`src/rtl/uart_receiver.sv`:
```
// uart_receiver: 8N1 UART receiver with 2-flop rx synchronizer, start-glitch rejection and framing-error detection.
// Define UART_RX_PARITY_EN for 8E1 framing with a parity_err output.
module uart_receiver #(
  parameter int CLKS_PER_BIT = 16
) (
  input  logic       clk,
  input  logic       rst,
  input  logic       rx,
  output logic [7:0] data,
  output logic       valid,
  output logic       frame_err,
  output logic       busy
`ifdef UART_RX_PARITY_EN
  ,
  output logic       parity_err
`endif
);
`ifdef UART_RX_PARITY_EN
  typedef enum logic [2:0] {IDLE, START, DATA, PARITY, STOP} state_t;
`else
  typedef enum logic [1:0] {IDLE, START, DATA, STOP} state_t;
`endif
  localparam logic [15:0] HALF_M1 = 16'(CLKS_PER_BIT / 2 - 1);
  localparam logic [15:0] FULL_M1 = 16'(CLKS_PER_BIT - 1);
  state_t      state_q, state_d;
  logic [15:0] cnt_q, cnt_d;
  logic [2:0]  bit_q, bit_d;
  logic [7:0]  shift_q, shift_d;
  logic [7:0]  data_q, data_d;
  logic        valid_q, valid_d;
  logic        fe_q, fe_d;
  logic        brk_q, brk_d;
  logic        rx_meta_q, rx_s_q;
`ifdef UART_RX_PARITY_EN
  logic        par_q, par_d;
  logic        perr_q, perr_d;
`endif
  always_ff @(posedge clk or negedge rst) begin
    if (!rst) begin
      rx_meta_q <= 1'b1;
      rx_s_q    <= 1'b1;
      state_q   <= IDLE;
      cnt_q     <= '0;
      bit_q     <= '0;
      shift_q   <= '0;
      data_q    <= '0;
      valid_q   <= 1'b0;
      fe_q      <= 1'b0;
      brk_q     <= 1'b0;
`ifdef UART_RX_PARITY_EN
      par_q     <= 1'b0;
      perr_q    <= 1'b0;
`endif
    end else begin
      rx_meta_q <= rx;
      rx_s_q    <= rx_meta_q;
      state_q   <= state_d;
      cnt_q     <= cnt_d;
      bit_q     <= bit_d;
      shift_q   <= shift_d;
      data_q    <= data_d;
      valid_q   <= valid_d;
      fe_q      <= fe_d;
      brk_q     <= brk_d;
`ifdef UART_RX_PARITY_EN
      par_q     <= par_d;
      perr_q    <= perr_d;
`endif
    end
  end
  always_comb begin
    state_d = state_q;
    cnt_d   = cnt_q + 16'd1;
    bit_d   = bit_q;
    shift_d = shift_q;
    data_d  = data_q;
    valid_d = 1'b0;
    fe_d    = 1'b0;
    brk_d   = brk_q;
`ifdef UART_RX_PARITY_EN
    par_d   = par_q;
    perr_d  = 1'b0;
`endif
    case (state_q)
      IDLE: begin
        cnt_d = '0;
        bit_d = '0;
        if (!rx_s_q) state_d = START;
      end
      START: if (cnt_q == HALF_M1) begin
        cnt_d   = '0;
        state_d = rx_s_q ? IDLE : DATA;
      end
      DATA: if (cnt_q == FULL_M1) begin
        cnt_d   = '0;
        shift_d = {rx_s_q, shift_q[7:1]};
        bit_d   = (bit_q == 3'd7) ? bit_q : bit_q + 3'd1;
`ifdef UART_RX_PARITY_EN
        if (bit_q == 3'd7) state_d = PARITY;
`else
        if (bit_q == 3'd7) state_d = STOP;
`endif
      end
`ifdef UART_RX_PARITY_EN
      PARITY: if (cnt_q == FULL_M1) begin
        cnt_d   = '0;
        par_d   = rx_s_q;
        state_d = STOP;
      end
`endif
      STOP: begin
        // After a low stop bit, hold here until the line recovers so a break cannot look like a start bit.
        if (brk_q) begin
          cnt_d = '0;
          if (rx_s_q) begin
            brk_d   = 1'b0;
            state_d = IDLE;
          end
        end else if (cnt_q == FULL_M1) begin
          cnt_d = '0;
          if (rx_s_q) begin
            data_d  = shift_q;
            valid_d = 1'b1;
            state_d = IDLE;
`ifdef UART_RX_PARITY_EN
            perr_d  = ^{shift_q, par_q};
`endif
          end else begin
            fe_d  = 1'b1;
            brk_d = 1'b1;
          end
        end
      end
      default: state_d = IDLE;
    endcase
  end
  assign data      = data_q;
  assign valid     = valid_q;
  assign frame_err = fe_q;
  assign busy      = state_q != IDLE;
`ifdef UART_RX_PARITY_EN
  assign parity_err = perr_q;
`endif
endmodule
```
`config.mk`:
```
export PLATFORM = sky130hd
export DESIGN_NAME = uart_receiver
export DESIGN_NICKNAME = d
export VERILOG_FILES = /design/src/rtl/uart_receiver.sv
export SDC_FILE = /design/constraint.sdc
export NUM_CORES = 1
export LEC_CHECK = 0
export CAP_MARGIN = 20
export CORE_MARGIN = 2
export CORE_UTILIZATION = 52
export DETAILED_ROUTE_END_ITERATION = 8
export PLACE_DENSITY = 0.72
export SYNTH_ARGS = -nofsm -noshare
export SYNTH_HDL_FRONTEND = slang
export SYNTH_SLANG_ARGS = --single-unit
```
`constraint.sdc`:
```
create_clock -name clk -period 3.2 [get_ports clk]
set_clock_uncertainty 0.2 [all_clocks]
set_input_delay 0.32 -clock clk [delete_from_list [all_inputs] [get_ports clk]]
set_output_delay 0.32 -clock clk [all_outputs]
set_load 0.005 [all_outputs]
```
==> results.json <==
{
  "cap_viol_max_count": 0,
  "dieArea_sq_um": 4310,
  "synth.top_cells.by_area": "dfrtp_1 51%, mux2_2 9.1%, xor2_1 5.8%",
  "min-delay-path-class": "register to register",
  "synth-xor-area-share_pct": 6.21,
  "arrival_ns": 2.34,
  "cts_buffers": 5,
  "worstHoldPathCells": 0,
  "layout.nets": 185,
  "netlist_area_sq_um": 1970,
  "tns_ns": 0,
  "via_per_inst": 5.66,
  "powerDensity_nw_per_um2": 582,
  "cp_max_fo": 15,
  "synth_top_cell_area_share_pct": 50.7,
  "vdd_ir_drop_max_mv": 0.438,
  "maxSlewViolCount": 0,
  "synth_compound_area_share_pct": 4.12,
  "die_w_um": 65.6,
  "yosys_register_bits": 42,
  "fin_crit_sh_pct": 74.8,
  "worstSetupStartpointType": "register",
  "yosysTopAreaCell": "dfrtp_1",
  "root_buffer": "clkbuf_8",
  "cts_resized": 0,
  "min_to": "rx_s_q",
  "grt.overflow.total": 0,
  "final-hold-violation-count": 0,
  "setup_viol": 0,
  "routed_wl_um": 3430,
  "insertion_delay_ns": 0.29,
  "synth.avg_cell_area_sq_um": 12.0,
  "yosys.area_share.simple_pct": 22.6,
  "drc_errors": 0,
  "num_antenna_cells": 0,
  "clkSinkCount": 42,
  "ff_latch_area_sq_um": 1050,
  "cp.required_ns": 3.14,
  "grt_max_degree": 43,
  "tightest_slew_ns": 0.900,
  "place_hpwl_um": 2450,
  "io-pin-count": 14,
  "pre_cts_slack_ns": 0.811,
  "timing.fmax_mhz": 418,
  "grt_pass1_vias": 1286,
  "max_slew_margin_pct": 40.0,
  "clkTransAtPathRegs_ns": 0.08,
  "fin_ws_ns": 0.805,
  "timing.rr.end": "cnt_q[7]",
  "synth.distinct_cells": 33,
  "hold_slack_ns": 0.159,
  "cts_setup_buffers": 0,
  "area_delta_synth_final_pct": 14.1,
  "synth_adder_area_share_pct": 1.90,
  "avgRoutedWirePerCell_um": 15.1,
  "ant_nets": 0,
  "core_sq_um": 3660,
  "synth_top_family_by_area": "simple AND/OR/NAND/NOR gates",
  "ctsHtreeMaxLevel": 2,
  "initial_core_util_pct": 53.9,
  "r2r_slack_ns": 0.80,
  "seq_area_frac_synth_pct": 53.4,
  "critical_path.endpoint_type": "register",
  "fin_crit_ns": 2.40,
  "dr.first_iter.drc_count": 51,
  "globalplace.congestion": 0.769,
  "cts_tree": "yes",
  "final_common_cell": "dfrtp_1",
  "antenna_found_initial": 0,
  "vias": 1291,
  "die_h_um": 65.6,
  "multi_input_area_sq_um": 890,
  "drive_gt1_share_pct": 18.3,
  "hp-start": "rx_meta_q",
  "first_pass_iters": 4,
  "cts.path.max_buffers": 2,
  "p_leak_nw": 1.02,
  "ys.warnings.count": 0,
  "reg2regPathDepth": 5,
  "postSynthCellCount": 164,
  "path_class": "register to register",
  "fillers": 291,
  "muxShareOfSynthArea_pct": 10.3,
  "rr_startpoint": "cnt_q[0]",
  "grt_usage_pct": 18.5,
  "num_rows": 22,
  "final_cell_mix": "40 x dfrtp_1, 16 x nor2_1, 16 x mux2_2, 13 x xor2_1",
  "port_buffers": 13,
  "grt_pass1_wl_um": 6000,
  "rsz0062_at_grt": "no",
  "setup.worst_path.start": "cnt_q[0]",
  "status": "complete, no violations",
  "synth.net_count": 170
}
## per-stage QoR
step | total power [mW] | util, % | instances | instance area [sq um]
CTS | 1.32 | 61.5 | 228 | 2250
finish | 1.31 | 61.5 | 228 | 2250
detailed placement | 0.917 | 58.3 | 219 | 2140
global route | 1.38 | 61.5 | 228 | 2250
global placement | 0.902 | 58.3 | 219 | 2140
floorplan | 0.845 | - | 164 | 1970
## worst max-delay path by stage
stage and end:
5_1_grt cnt_q[5], 2_1_floorplan state_q[0], 4_1_cts cnt_q[7], 3_5_place_dp cnt_q[7]
3_3_place_gp cnt_q[7], 6_report cnt_q[7]
## sequential cells by signal, indices dropped and copies added, names as in the netlist, named ones only
name       count
bit_q          3
brk_q          1
cnt_q         16
data           8
frame_err      1
rx_meta_q      1
rx_s_q         1
shift_q        8
state_q        1
valid          1
## worst max-delay path, cell delays in order (launching register included)
cell and delay, ns:
dfrtp_1 0.40, ha_1 0.26, and3_1 0.35, nand4_4 0.22, a32oi_2 0.68, nor2_1 0.14
## per-layer routing
metal / vias up / track usage [%] / routed length, um
met5: - / 0 / 0
li1: 617 / - / -
met4: 0 / 8.85 / 82
met2: 28 / 29.4 / 1670
met3: 7 / 4.62 / 118
met1: 639 / 23.4 / 1560
## where the power goes
part,switching [mW],internal (mW),total (mW),leakage [nW]
clock network,0.172,0.233,0.405,0.0524
registers,0.0733,0.575,0.648,0.568
logic,0.150,0.107,0.257,0.400
## Yosys cell counts
master / instances
dfstp_2: 2
mux2_1: 2
xor2_1: 13
xnor2_1: 1
nor4_1: 1
clkbuf_1: 5
a32oi_2: 1
ha_1: 3
o22a_1: 1
a21oi_1: 2
nand2_1: 12
a31oi_1: 2
nand4_4: 1
and4_1: 4
and3b_1: 2
and4b_1: 2
nor2b_1: 2
and3_1: 3
nor2_1: 16
inv_1: 2
a221o_1: 1
mux2_2: 16
and2_1: 2
nand3_1: 7
o311ai_0: 1
or2_2: 1
o211ai_1: 2
nor4_4: 3
buf_2: 1
nand2b_1: 1
dfrtp_1: 40
nand4_1: 10
nor2_4: 2
## cell type report
class	count	area share, %
clock inverters	1	1.33
clock buffers	7	3.39
flip-flops and latches	42	46.8
well taps	48	2.67
inverters	2	0.333
repair buffers	14	6.00
multi-input cells	114	39.5
## logic make-up after synthesis
logic type	after synthesis
AND/OR/NAND/NOR	69
adder cells (fa/ha/maj)	3
AO/OA/AOI/OAI	10
flip-flops	42
XOR/XNOR	14
multiplexers	18
buffers and inverters	8
## timing repair
item                                   in CTS  in global routing
hold buffers                                1                  0
setup endpoints to repair                   0                  0
endpoints found under the hold margin      40                  0
Power figures use the tool's default switching activity.
